`src/rtl/sram_port_pkg.sv`:
```
// rtl/sram_port_pkg.sv - shared types and constants for the SRAM RW port controller
package sram_port_pkg;

  typedef enum logic {
    ST_CLEAR = 1'b0,
    ST_RUN   = 1'b1
  } state_e;

  localparam int RESP_DEPTH = 2;

endpackage

```
`src/rtl/sram_rw_port_ctrl_if.sv`:
```
// rtl/sram_rw_port_ctrl_if.sv - request/response stream bundle between client logic and the SRAM port controller
interface sram_rw_port_ctrl_if #(
  parameter int ADDR_W = 10,
  parameter int DATA_W = 8
);

  logic              req_valid;
  logic              req_ready;
  logic              req_write;
  logic [ADDR_W-1:0] req_addr;
  logic [DATA_W-1:0] req_wdata;
  logic              req_wmask;
  logic              resp_valid;
  logic              resp_ready;
  logic [DATA_W-1:0] resp_rdata;

  modport master (
    output req_valid, req_write, req_addr, req_wdata, req_wmask, resp_ready,
    input  req_ready, resp_valid, resp_rdata
  );

  modport slave (
    input  req_valid, req_write, req_addr, req_wdata, req_wmask, resp_ready,
    output req_ready, resp_valid, resp_rdata
  );

endinterface

```
`src/rtl/sram_rw_port_ctrl_resp_fifo2.sv`:
```
// rtl/sram_rw_port_ctrl_resp_fifo2.sv - two-entry read-response FIFO; push and pop may coincide when full
module resp_fifo2 #(
  parameter int DATA_W = 8
) (
  input  logic              clock,
  input  logic              reset_n,
  input  logic              push,
  input  logic [DATA_W-1:0] push_data,
  input  logic              pop,
  output logic [DATA_W-1:0] head,
  output logic [1:0]        count
);

  logic [DATA_W-1:0] mem_q [2];
  logic [DATA_W-1:0] mem_d [2];
  logic              wr_ptr_q, wr_ptr_d;
  logic              rd_ptr_q, rd_ptr_d;
  logic [1:0]        count_q, count_d;
  logic              push_ok, pop_ok;

  assign pop_ok  = pop && (count_q != 2'd0);
  // A full FIFO still accepts a push when the head leaves on the same edge.
  assign push_ok = push && ((count_q != 2'd2) || pop_ok);

  always_comb begin
    mem_d    = mem_q;
    wr_ptr_d = wr_ptr_q;
    rd_ptr_d = rd_ptr_q;
    if (push_ok) begin
      mem_d[wr_ptr_q] = push_data;
      wr_ptr_d        = ~wr_ptr_q;
    end
    if (pop_ok) begin
      rd_ptr_d = ~rd_ptr_q;
    end
    count_d = count_q + {1'b0, push_ok} - {1'b0, pop_ok};
  end

  always_ff @(posedge clock or negedge reset_n) begin
    if (!reset_n) begin
      mem_q    <= '{default: '0};
      wr_ptr_q <= 1'b0;
      rd_ptr_q <= 1'b0;
      count_q  <= 2'd0;
    end else begin
      mem_q    <= mem_d;
      wr_ptr_q <= wr_ptr_d;
      rd_ptr_q <= rd_ptr_d;
      count_q  <= count_d;
    end
  end

  assign head  = mem_q[rd_ptr_q];
  assign count = count_q;

endmodule

```
`src/rtl/sram_rw_port_ctrl.sv`:
```
// rtl/sram_rw_port_ctrl.sv - RW0_* single-port SRAM initiator with post-reset clear and credited read returns
module sram_rw_port_ctrl
  import sram_port_pkg::*;
#(
  parameter int                ADDR_W         = 10,
  parameter int                DATA_W         = 8,
  parameter bit                CLEAR_ON_RESET = 1'b1,
  parameter logic [DATA_W-1:0] CLEAR_VALUE    = '0
) (
  input  logic                clock,
  input  logic                reset_n,
  sram_rw_port_ctrl_if.slave  bus,
  output logic                init_done,
  output logic                RW0_clk,
  output logic                RW0_en,
  output logic                RW0_wmode,
  output logic                RW0_wmask,
  output logic [ADDR_W-1:0]   RW0_addr,
  output logic [DATA_W-1:0]   RW0_wdata,
  input  logic [DATA_W-1:0]   RW0_rdata
);

  localparam state_e RESET_STATE = CLEAR_ON_RESET ? ST_CLEAR : ST_RUN;

  state_e            state_q, state_d;
  logic [ADDR_W-1:0] clr_addr_q, clr_addr_d;
  logic              init_done_q, init_done_d;
  logic              inflight_q, inflight_d;

  logic [1:0]        fifo_count;
  logic [DATA_W-1:0] fifo_head;
  logic              fifo_empty;
  logic              fifo_push, fifo_pop;
  logic [2:0]        credit_sum;
  logic              req_ready;
  logic              fire;
  logic              clearing;

  assign RW0_clk = clock;

  // Gating with reset_n keeps the macro idle while reset is held, even though the state resets to CLEAR.
  assign clearing   = reset_n && (state_q == ST_CLEAR);
  assign credit_sum = {1'b0, fifo_count} + {2'b00, inflight_q};
  assign req_ready  = reset_n && (state_q == ST_RUN) && (credit_sum < 3'(RESP_DEPTH));
  assign fire       = bus.req_valid && req_ready;

  always_comb begin
    state_d     = state_q;
    clr_addr_d  = clr_addr_q;
    init_done_d = init_done_q;
    if (state_q == ST_CLEAR) begin
      clr_addr_d = clr_addr_q + 1'b1;
      if (&clr_addr_q) begin
        state_d     = ST_RUN;
        init_done_d = 1'b1;
      end
    end
  end

  assign inflight_d = fire && !bus.req_write;

  always_ff @(posedge clock or negedge reset_n) begin
    if (!reset_n) begin
      state_q     <= RESET_STATE;
      clr_addr_q  <= '0;
      init_done_q <= !CLEAR_ON_RESET;
      inflight_q  <= 1'b0;
    end else begin
      state_q     <= state_d;
      clr_addr_q  <= clr_addr_d;
      init_done_q <= init_done_d;
      inflight_q  <= inflight_d;
    end
  end

  always_comb begin
    RW0_en    = 1'b0;
    RW0_wmode = 1'b0;
    RW0_wmask = 1'b0;
    RW0_addr  = bus.req_addr;
    RW0_wdata = bus.req_wdata;
    if (clearing) begin
      RW0_en    = 1'b1;
      RW0_wmode = 1'b1;
      RW0_wmask = 1'b1;
      RW0_addr  = clr_addr_q;
      RW0_wdata = CLEAR_VALUE;
    end else if (fire) begin
      RW0_en    = 1'b1;
      RW0_wmode = bus.req_write;
      RW0_wmask = bus.req_write && bus.req_wmask;
    end
  end

  // Returning data bypasses an empty FIFO; it is only stored when the consumer stalls or older data waits.
  assign fifo_empty = (fifo_count == 2'd0);
  assign fifo_pop   = !fifo_empty && bus.resp_ready;
  assign fifo_push  = inflight_q && !(fifo_empty && bus.resp_ready);

  resp_fifo2 #(
    .DATA_W (DATA_W)
  ) u_resp_fifo (
    .clock     (clock),
    .reset_n   (reset_n),
    .push      (fifo_push),
    .push_data (RW0_rdata),
    .pop       (fifo_pop),
    .head      (fifo_head),
    .count     (fifo_count)
  );

  assign bus.req_ready  = req_ready;
  assign bus.resp_valid = inflight_q || !fifo_empty;
  assign bus.resp_rdata = fifo_empty ? RW0_rdata : fifo_head;
  assign init_done      = init_done_q;

  a_credit_bound : assert property (@(posedge clock) disable iff (!reset_n)
    credit_sum <= 3'(RESP_DEPTH));

endmodule

```
`src/flat_wrapper.sv`:
```
// flat-port wrapper written by rule: the top's interface ports become plain ports
module sram_rw_port_ctrl_flat import sram_port_pkg::*;
#(
  parameter int                ADDR_W         = 10,
  parameter int                DATA_W         = 8,
  parameter bit                CLEAR_ON_RESET = 1'b1,
  parameter logic [DATA_W-1:0] CLEAR_VALUE    = '0
)
  (clock, reset_n, init_done, RW0_clk, RW0_en, RW0_wmode, RW0_wmask, RW0_addr, RW0_wdata, RW0_rdata, bus_req_valid, bus_req_write, bus_req_addr, bus_req_wdata, bus_req_wmask, bus_resp_ready, bus_req_ready, bus_resp_valid, bus_resp_rdata);
  sram_rw_port_ctrl_if #(.ADDR_W(ADDR_W), .DATA_W(DATA_W)) bus_i ();
  input  logic clock;
  input  logic reset_n;
  output logic init_done;
  output logic RW0_clk;
  output logic RW0_en;
  output logic RW0_wmode;
  output logic RW0_wmask;
  output logic [ADDR_W-1:0] RW0_addr;
  output logic [DATA_W-1:0] RW0_wdata;
  input  logic [DATA_W-1:0] RW0_rdata;
  input wire logic [$bits(bus_i.req_valid)-1:0] bus_req_valid;
  input wire logic [$bits(bus_i.req_write)-1:0] bus_req_write;
  input wire logic [$bits(bus_i.req_addr)-1:0] bus_req_addr;
  input wire logic [$bits(bus_i.req_wdata)-1:0] bus_req_wdata;
  input wire logic [$bits(bus_i.req_wmask)-1:0] bus_req_wmask;
  input wire logic [$bits(bus_i.resp_ready)-1:0] bus_resp_ready;
  output wire logic [$bits(bus_i.req_ready)-1:0] bus_req_ready;
  output wire logic [$bits(bus_i.resp_valid)-1:0] bus_resp_valid;
  output wire logic [$bits(bus_i.resp_rdata)-1:0] bus_resp_rdata;
  assign bus_i.req_valid = bus_req_valid;
  assign bus_i.req_write = bus_req_write;
  assign bus_i.req_addr = bus_req_addr;
  assign bus_i.req_wdata = bus_req_wdata;
  assign bus_i.req_wmask = bus_req_wmask;
  assign bus_i.resp_ready = bus_resp_ready;
  assign bus_req_ready = bus_i.req_ready;
  assign bus_resp_valid = bus_i.resp_valid;
  assign bus_resp_rdata = bus_i.resp_rdata;
  sram_rw_port_ctrl #(.ADDR_W(ADDR_W), .DATA_W(DATA_W), .CLEAR_ON_RESET(CLEAR_ON_RESET), .CLEAR_VALUE(CLEAR_VALUE)) u_core (.clock(clock), .reset_n(reset_n), .bus(bus_i), .init_done(init_done), .RW0_clk(RW0_clk), .RW0_en(RW0_en), .RW0_wmode(RW0_wmode), .RW0_wmask(RW0_wmask), .RW0_addr(RW0_addr), .RW0_wdata(RW0_wdata), .RW0_rdata(RW0_rdata));
endmodule
```
`config.mk`:
```
export PLATFORM = sky130hd
export DESIGN_NAME = sram_rw_port_ctrl_flat
export DESIGN_NICKNAME = d
export VERILOG_FILES = /design/src/rtl/sram_port_pkg.sv /design/src/rtl/sram_rw_port_ctrl_if.sv /design/src/rtl/sram_rw_port_ctrl_resp_fifo2.sv /design/src/rtl/sram_rw_port_ctrl.sv /design/src/flat_wrapper.sv
export SDC_FILE = /design/constraint.sdc
export NUM_CORES = 1
export LEC_CHECK = 0
export CORE_ASPECT_RATIO = 1.1
export CORE_MARGIN = 2
export CORE_UTILIZATION = 47
export DETAILED_ROUTE_END_ITERATION = 10
export GPL_TIMING_DRIVEN = 1
export HOLD_SLACK_MARGIN = 0.08
export PLACE_DENSITY_LB_ADDON = 0.15
export SKIP_CTS_REPAIR_TIMING = 1
export SYNTH_ARGS = -nofsm -noshare
export SYNTH_HDL_FRONTEND = slang
export SYNTH_SLANG_ARGS = --single-unit
```
`constraint.sdc`:
```
create_clock -name clock -period 3 [get_ports clock]
set_input_delay 0.6 -clock clock [delete_from_list [all_inputs] [get_ports clock]]
set_output_delay 0.6 -clock clock [all_outputs]
set_load 0.1 [all_outputs]
```
# Yosys cells after proc, flatten, opt, wreduce, memory -nomap -nowiden
# Cells that the tools add are included.
[classes] reduce_logical=21 eq_ne=1 muxes=17 bitwise_logic=5 order_cmp=4 n_addsub=4
[op_table] cell="$mux W8" n=6
[op_table] cell="$bwmux W16" n=1
[op_table] cell="$logic_and A1 B1 Y1" n=12
[op_table] cell="$reduce_and A11 Y1" n=1
[op_table] cell="$add A10 B1 Y10 const B" n=1
[op_table] cell="$mux W10" n=1
[op_table] cell="$reduce_and A10 Y1" n=1
[op_table] cell="$demux W8 S1" n=1
[op_table] cell="$mux W1" n=8
[op_table] cell="$ge A2 B2 Y1 const B" n=2
[op_table] cell="$not A1 Y2" n=2
[op_table] cell="$add A2 B1 Y3" n=1
[op_table] cell="$logic_not A1 Y1" n=3
[op_table] cell="$lt A3 B2 Y1 const B" n=1
[op_table] cell="$not A1 Y1" n=3
[op_table] cell="$add A2 B1 Y2" n=1
[op_table] cell="$logic_not A2 Y1" n=1
[op_table] cell="$logic_or A1 B1 Y1" n=2
[op_table] cell="$lt A2 B1 Y1 const B" n=1
[op_table] cell="$ne A2 B2 Y1 const B" n=1
[op_table] cell="$reduce_bool A2 Y1" n=1
[op_table] cell="$sub A2 B1 Y2" n=1
[totals] register_bits=33 input_bits=32 out_inout_bits=33 word_cells=61

# Logic depth before layout (Yosys ltp)
# Gate-level depths: netlist of the first run.
[logic_depth] depth_word=8 ltp_mapped=8 depth_no_buf=7

# Hierarchy
# Synthesis of the first run repeated with hierarchy kept, for this count alone.
[unflattened] hier_cells=143 hier_area_um2=1851.8
[modules_own_cells] module="sram_rw_port_ctrl" cells_per_inst=85 area_each_um2=952.2 n_inst=1
[modules_own_cells] module="resp_fifo2" cells_per_inst=58 area_each_um2=899.6 n_inst=1

==> impl_metrics.csv, run 1 <==
group,metric,value,unit
logic_synthesis,synth_compound_area_share,6.638,%
min_path,min_path_type,"flop to flop",
run,cap_violations,0,
worst_setup_path,worstPathRequired,2.40,ns
logic_synthesis,yosysWarnings,0,
floorplanning,dieArea,4235,um2
logic_synthesis,ys_ff_latch,33,
global_routing,grt_start_max_net_pins,22,
floorplanning,num_rows,23,
outcome,status,"complete, no violations",
placed_design,post-place-cells,262,
floorplanning,core,3597,um2
power_and_ir_drop,finalPower,1.373,mW
global_routing,grt_pass1_wl,7334,um
route,vias,1402,
worst_setup_path,end_kind,"primary output",
final_layout,layout_common_cells,"dfrtp_1 (33), clkdlybuf4s50_1 (31), buf_12 (30), mux2_2 (27), nor2_1 (12)",
power_and_ir_drop,ir_drop,986.6,uV
global_routing,grt_pass1_vias,1572,
placed_design,hpwl,3212,um
placed_design,place_ws,-0.03960,ns
sta,slew_headroom,35.97,%
logic_synthesis,synth_seq_area_share,47.11,%
clock_network,clk_latency,0.39,ns
final_layout,final_common_cell,"dfrtp_1",
final_layout,drive_gt1_share,35.43,%
sta,worst_pin_slew,0.9589,ns
min_path,holdPathStages,1,
logic_synthesis,synth_xor_area_share,7.423,%
final_layout,area_growth,64.60,%
sta,rsz0062_at_grt,"false",
logic_synthesis,synthAdderAreaFrac,2.141,%
global_routing,antenna_found_initial,0,
floorplanning,die_h,68.05,um
logic_synthesis,synth_cells,152,
worst_setup_path,start_kind,"clock port",
placed_design,portBuffers,64,
sta,final-max-slew-violation-count,0,
logic_synthesis,muxShareOfSynthArea,21.91,%
route,antenna_left,0,
worst_setup_path,reg2regPathDepth,7,
route,wl_per_cell,15.92,um
global_routing,grt.overflow.total,0,
global_routing,grt_usage,23.37,%
sta,finalHoldViolations,0,
final_layout,antenna_cells,0,
logic_synthesis,synth.avg_cell_area,11.53,um2
power_and_ir_drop,leakage,1.333,nW
sta,clock_skew,0.006832,ns
route,wirelength,4346,um
sta,setup_tns,0,ns
clock_network,cts_tree,"yes",
power_and_ir_drop,power_density,475.9,nW/um2
worst_setup_path,worst-setup-path-type,"clock port to primary output",
logic_synthesis,syn_area,1753,um2
logic_synthesis,synth_top_family_by_area,"multiplexers",
floorplanning,start_util,48.73,%
floorplanning,io_pins,65,
route,dr.pass1.iters,4,
logic_synthesis,synthSimpleGateAreaFrac,12.21,%
route,drc,0,
route,drt_iter0_markers,36,
logic_synthesis,synth_cell_types,31,
worst_setup_path,critPathMaxFanout,2,
sta,fin_hold_ws,0.4975,ns
final_layout,final_nets,257,
sta,setup_slack,0.2113,ns
floorplanning,die_w,62.23,um
logic_synthesis,synth_nets,187,
clock_network,clkTransAtPathRegs,0.06,ns
sta,finalSetupViolCount,0,
final_layout,fin_cells,273,
route,vias_per_cell,5.136,
placed_design,place.gp.congestion,0.7379,
worst_setup_path,arrival,2.19,ns
## stage by stage
step | utilization (%) | instance area (um2)
after floorplan | - | 1753
after global placement | 76.17 | 2740
after detailed placement | 76.17 | 2740
after CTS | 80.14 | 2883
after global routing | 80.21 | 2885
final | 80.21 | 2885
## area by class of cell
cell class,instances,area (um2)
clock buffers,11,150.1
clock inverters,1,5.005
fillers,218,711.9
inverters,3,11.26
multi-input cells,109,882.1
flip-flops and latches,33,825.8
well taps,50,62.56
repair buffers,66,948.4
## sequential cells by signal (all words and copies together), names as in the netlist
| name | count |
|---|---|
| u_core.u_resp_fifo.wr_ptr_q | 1 |
| u_core.u_resp_fifo.count | 2 |
| u_core.state_q | 1 |
| u_core.init_done | 1 |
| u_core.clr_addr_q | 10 |
| u_core.u_resp_fifo.mem_q | 16 |
| u_core.u_resp_fifo.rd_ptr_q | 1 |
| u_core.inflight_q | 1 |
## worst paths after layout
path / start / endpoint / slack (ns)
max reg2reg: u_core.u_resp_fifo.count[0] / u_core.u_resp_fifo.count[1] / 0.88
min reg2reg: u_core.clr_addr_q[8] / u_core.clr_addr_q[8] / 0.50
min: u_core.clr_addr_q[8] / u_core.clr_addr_q[8] / 0.50
min in group asynchronous: reset_n / u_core.clr_addr_q[6] / 0.61
max: clock / RW0_clk / 0.21
max in group asynchronous: reset_n / u_core.inflight_q / 2.14
## metal layers
| layer | GRT usage (%) | part of all wire, % |
|---|---|---|
| met5 | 0 | 0 |
| met4 | 15.00 | 2.3 |
| met3 | 7.895 | 6.7 |
| met2 | 43.75 | 56 |
| met1 | 22.62 | 35 |
## Yosys cell counts
cell type	count	area (um2)
o21ai_4	1	16.27
a31o_2	1	8.760
mux2i_1	8	80.08
ha_1	3	37.54
xnor2_2	1	16.27
nand2_1	6	22.52
xnor2_1	7	61.31
clkbuf_1	2	7.510
nand2b_1	2	12.51
mux2_2	27	304.0
nor4_1	1	6.260
nand4_1	2	12.51
a21oi_1	9	45.04
buf_1	1	3.750
xor2_1	6	52.55
or3_2	1	7.510
and2_1	9	56.30
o21ai_0	3	15.01
nand4b_1	2	17.52
and3_1	1	6.260
dfrtp_1	33	825.8
inv_1	3	11.26
nand3_1	1	5.000
nor2_1	12	45.04
nor3_1	2	10.01
a41o_1	1	10.01
or2_2	1	6.260
buf_4	1	7.510
o211ai_4	1	21.27
nor2b_1	1	6.260
buf_2	3	15.01
## logic make-up after synthesis
group,count (synthesis)
AND/OR/NAND/NOR,41
multiplexers,35
AO/OA/AOI/OAI,16
XOR/XNOR,14
adder cells (fa/ha/maj),3
buffers and inverters,10
flip-flops,33
## power by group
part	leakage, nW	switching [mW]	total (mW)	internal [mW]
clock network	0.0889	0.285	0.598	0.313
registers	0.447	0	0.445	0.445
logic	0.798	0.202	0.330	0.128
total	1.33	0.487	1.37	0.886
## critical path, cell delays in order
cell and delay [ns]:
clkbuf_8 0.11, clkbuf_8 0.12, dlymetal6s2s_1 0.46
Power figures use the tool's default switching activity.
==> run 2: changes to the inputs <==
--- a/config.mk
+++ b/config.mk
@@ -12,7 +12,6 @@
 export GPL_TIMING_DRIVEN = 1
 export HOLD_SLACK_MARGIN = 0.08
 export PLACE_DENSITY_LB_ADDON = 0.15
-export SKIP_CTS_REPAIR_TIMING = 1
 export SYNTH_ARGS = -nofsm -noshare
 export SYNTH_HDL_FRONTEND = slang
 export SYNTH_SLANG_ARGS = --single-unit
==> run 2 against run 1 <==
Effect of this change: cell count unchanged; sequential share of layout area about the same; utilization down 0.10 points; critical path depth unchanged; setup slack worse by 0.12 ns; routed wire length about the same; total power down 0.62%; largest cell class unchanged; largest power group unchanged; highest routed layer unchanged.
==> impl_metrics.csv, run 2 (same netlist as run 1, synthesis figures left out) <==
group,metric,value,unit
global_routing,grt.overflow.total,0,
power_and_ir_drop,internal-power,877.5,uW
worst_setup_path,reg2regPathDepth,7,
worst_setup_path,worstPathRequired,2.40,ns
outcome,status,"complete, no violations",
worst_setup_path,slowest_stage,"dlygate4sd2_1",
placed_design,portBuffers,64,
worst_setup_path,end_kind,"primary output",
global_routing,grt_start_max_net_pins,22,
sta,setup_tns,0,ns
worst_setup_path,ff2ff_setup_slack,0.88,ns
sta,rsz0062_at_grt,"false",
route,drt_iter0_markers,36,
worst_setup_path,crit_start,"clock",
global_routing,antenna_found_initial,0,
global_routing,grt_pass1_wl,7334,um
global_routing,grt_pass1_vias,1572,
worst_setup_path,start_kind,"clock port",
floorplanning,num_rows,23,
worst_setup_path,r2r_start,"u_core.u_resp_fifo.count[0]",
sta,finalSetupViolCount,0,
worst_setup_path,cpMostUsedCell,"clkbuf_8",
floorplanning,start_util,48.73,%
power_and_ir_drop,leakage,1.326,nW
final_layout,largest_reg_flops,16,
power_and_ir_drop,finalPower,1.365,mW
route,wirelength,4347,um
route,vias,1402,
global_routing,grt_usage,23.37,%
clock_network,clk_latency,0.39,ns
min_path,min_path_type,"flop to flop",
final_layout,finalInstanceArea,2882,um2
final_layout,final_common_cell,"dfrtp_1",
sta,worst_pin_slew,0.9502,ns
run,cap_violations,0,
final_layout,area_growth,64.38,%
final_layout,ff_latch_area,825.8,um2
final_layout,drive_gt1_share,35.43,%
route,dr.pass1.iters,4,
clock_network,clkTransAtPathRegs,0.06,ns
final_layout,layout_common_cells,"dfrtp_1 (33), clkdlybuf4s50_1 (31), buf_12 (30), mux2_2 (27), nor2_1 (12)",
final_layout,n_fill_cell,218,
placed_design,placed_cell_area,2740,um2
placed_design,place.gp.congestion,0.7379,
worst_setup_path,worst_path_largest_cell_delay,0.58,ns
worst_setup_path,path_buf_inv,3,
final_layout,final_nets,257,
worst_setup_path,crit_end,"RW0_clk",
final_layout,final_util,80.10,%
power_and_ir_drop,power_density,473.6,nW/um2
worst_setup_path,critical_path.top_delay_family,"buffers and inverters",
power_and_ir_drop,seqPwrFrac,32.6,%
route,wl_per_cell,15.92,um
power_and_ir_drop,ir_drop,956.7,uV
route,drc,0,
final_layout,largest_register,"u_core.u_resp_fifo.mem_q",
clock_network,cts_tree,"yes",
worst_setup_path,rr_endpoint,"u_core.u_resp_fifo.count[1]",
floorplanning,dieArea,4235,um2
floorplanning,die_w,62.23,um
worst_setup_path,arrival,2.30,ns
worst_setup_path,crit_chain,"clkbuf_8, clkbuf_8, dlygate4sd2_1",
floorplanning,core,3597,um2
clock_network,post_cts_buffers,0,
power_and_ir_drop,switching_share,35.69,%
worst_setup_path,critPathMaxFanout,2,
placed_design,hpwl,3212,um
sta,clock_skew,0.006832,ns
worst_setup_path,cp_num_cells,3,
power_and_ir_drop,p_sw,487.1,uW
power_and_ir_drop,pwr-share-clk,43.2,%
worst_setup_path,worst-setup-path-type,"clock port to primary output",
floorplanning,io_pins,65,
sta,finalHoldViolations,0,
final_layout,antenna_cells,0,
sta,final-max-slew-violation-count,0,
route,antenna_left,0,
power_and_ir_drop,power.share.combinational,24.2,%
clock_network,cts_hold_buf,0,
final_layout,multi_input_area,882.1,um2
floorplanning,die_h,68.05,um
route,vias_per_cell,5.136,
sta,slew_headroom,36.91,%
-- run 2: changes by cell type in the layout (fill, tap and decap cells not counted), sizes merged --
cell and delta:
dlygate4sd2 +1, dlymetal6s2s -1
-- run 2: worst min path at each step --
stage                                    start              endpoint  slack, ns  depth (start not counted)
after CTS                 u_core.clr_addr_q[8]  u_core.clr_addr_q[8]       0.50                          1
after floorplan                        reset_n  u_core.clr_addr_q[0]       0.30                          0
after global routing      u_core.clr_addr_q[8]  u_core.clr_addr_q[8]       0.53                          1
after global placement        u_core.init_done      u_core.init_done       0.48                          1
after detailed placement      u_core.init_done      u_core.init_done       0.48                          1
final                     u_core.clr_addr_q[8]  u_core.clr_addr_q[8]       0.50                          1
-- run 2: metrics by stage --
| stage | worst slack (ns) | hold WS, ns | cells |
|---|---|---|---|
| after floorplan | -0.1547 | 0.3044 | 152 |
| after global placement | -0.03960 | 0.4830 | 262 |
| after detailed placement | -0.03960 | 0.4834 | 262 |
| after CTS | 0.08995 | 0.4961 | 273 |
| after global routing | 0.08626 | 0.5263 | 273 |
| final | 0.09594 | 0.4975 | 273 |
-- run 2: metal layers --
layer / wire length [um] / global-route usage, % / vias to the layer above
li1: - / - / 663
met1: 1505 / 22.62 / 682
met2: 2445 / 43.75 / 48
met3: 294 / 7.895 / 9
met4: 102 / 15.00 / 0
met5: 0 / 0 / -
-- run 2: repair_timing --
item                                    in CTS  in global routing
endpoints found under the hold margin        0                  0
endpoints found under the setup margin       1                  0
resized for setup                            1                  0
-- run 2: power by group through the flow --
stage / logic (mW) / clock network (mW) / registers (mW)
2_1_floorplan: 0.178 / 0.126 / 0.453
3_3_place_gp: 0.327 / 0.131 / 0.453
3_5_place_dp: 0.331 / 0.131 / 0.453
4_1_cts: 0.333 / 0.601 / 0.445
5_1_grt: 0.341 / 0.620 / 0.444
6_report: 0.330 / 0.589 / 0.445
-- run 2: layout make-up --
type | count | share of cell area, %
Clock inverter | 1 | 0.1737
Inverter | 3 | 0.3908
Multi-Input combinational cell | 109 | 30.61
Tap cell | 50 | 2.171
Clock buffer | 11 | 5.080
Sequential cell | 33 | 28.66
Timing Repair Buffer | 66 | 32.91
-- run 2: worst register-to-register path, cell delays in order (launching register included) --
cell,delay [ns]
dfrtp_1,0.49
or2_2,0.49
and2_1,0.25
ha_1,0.27
inv_1,0.04
ha_1,0.19
xnor2_1,0.19
xnor2_1,0.14
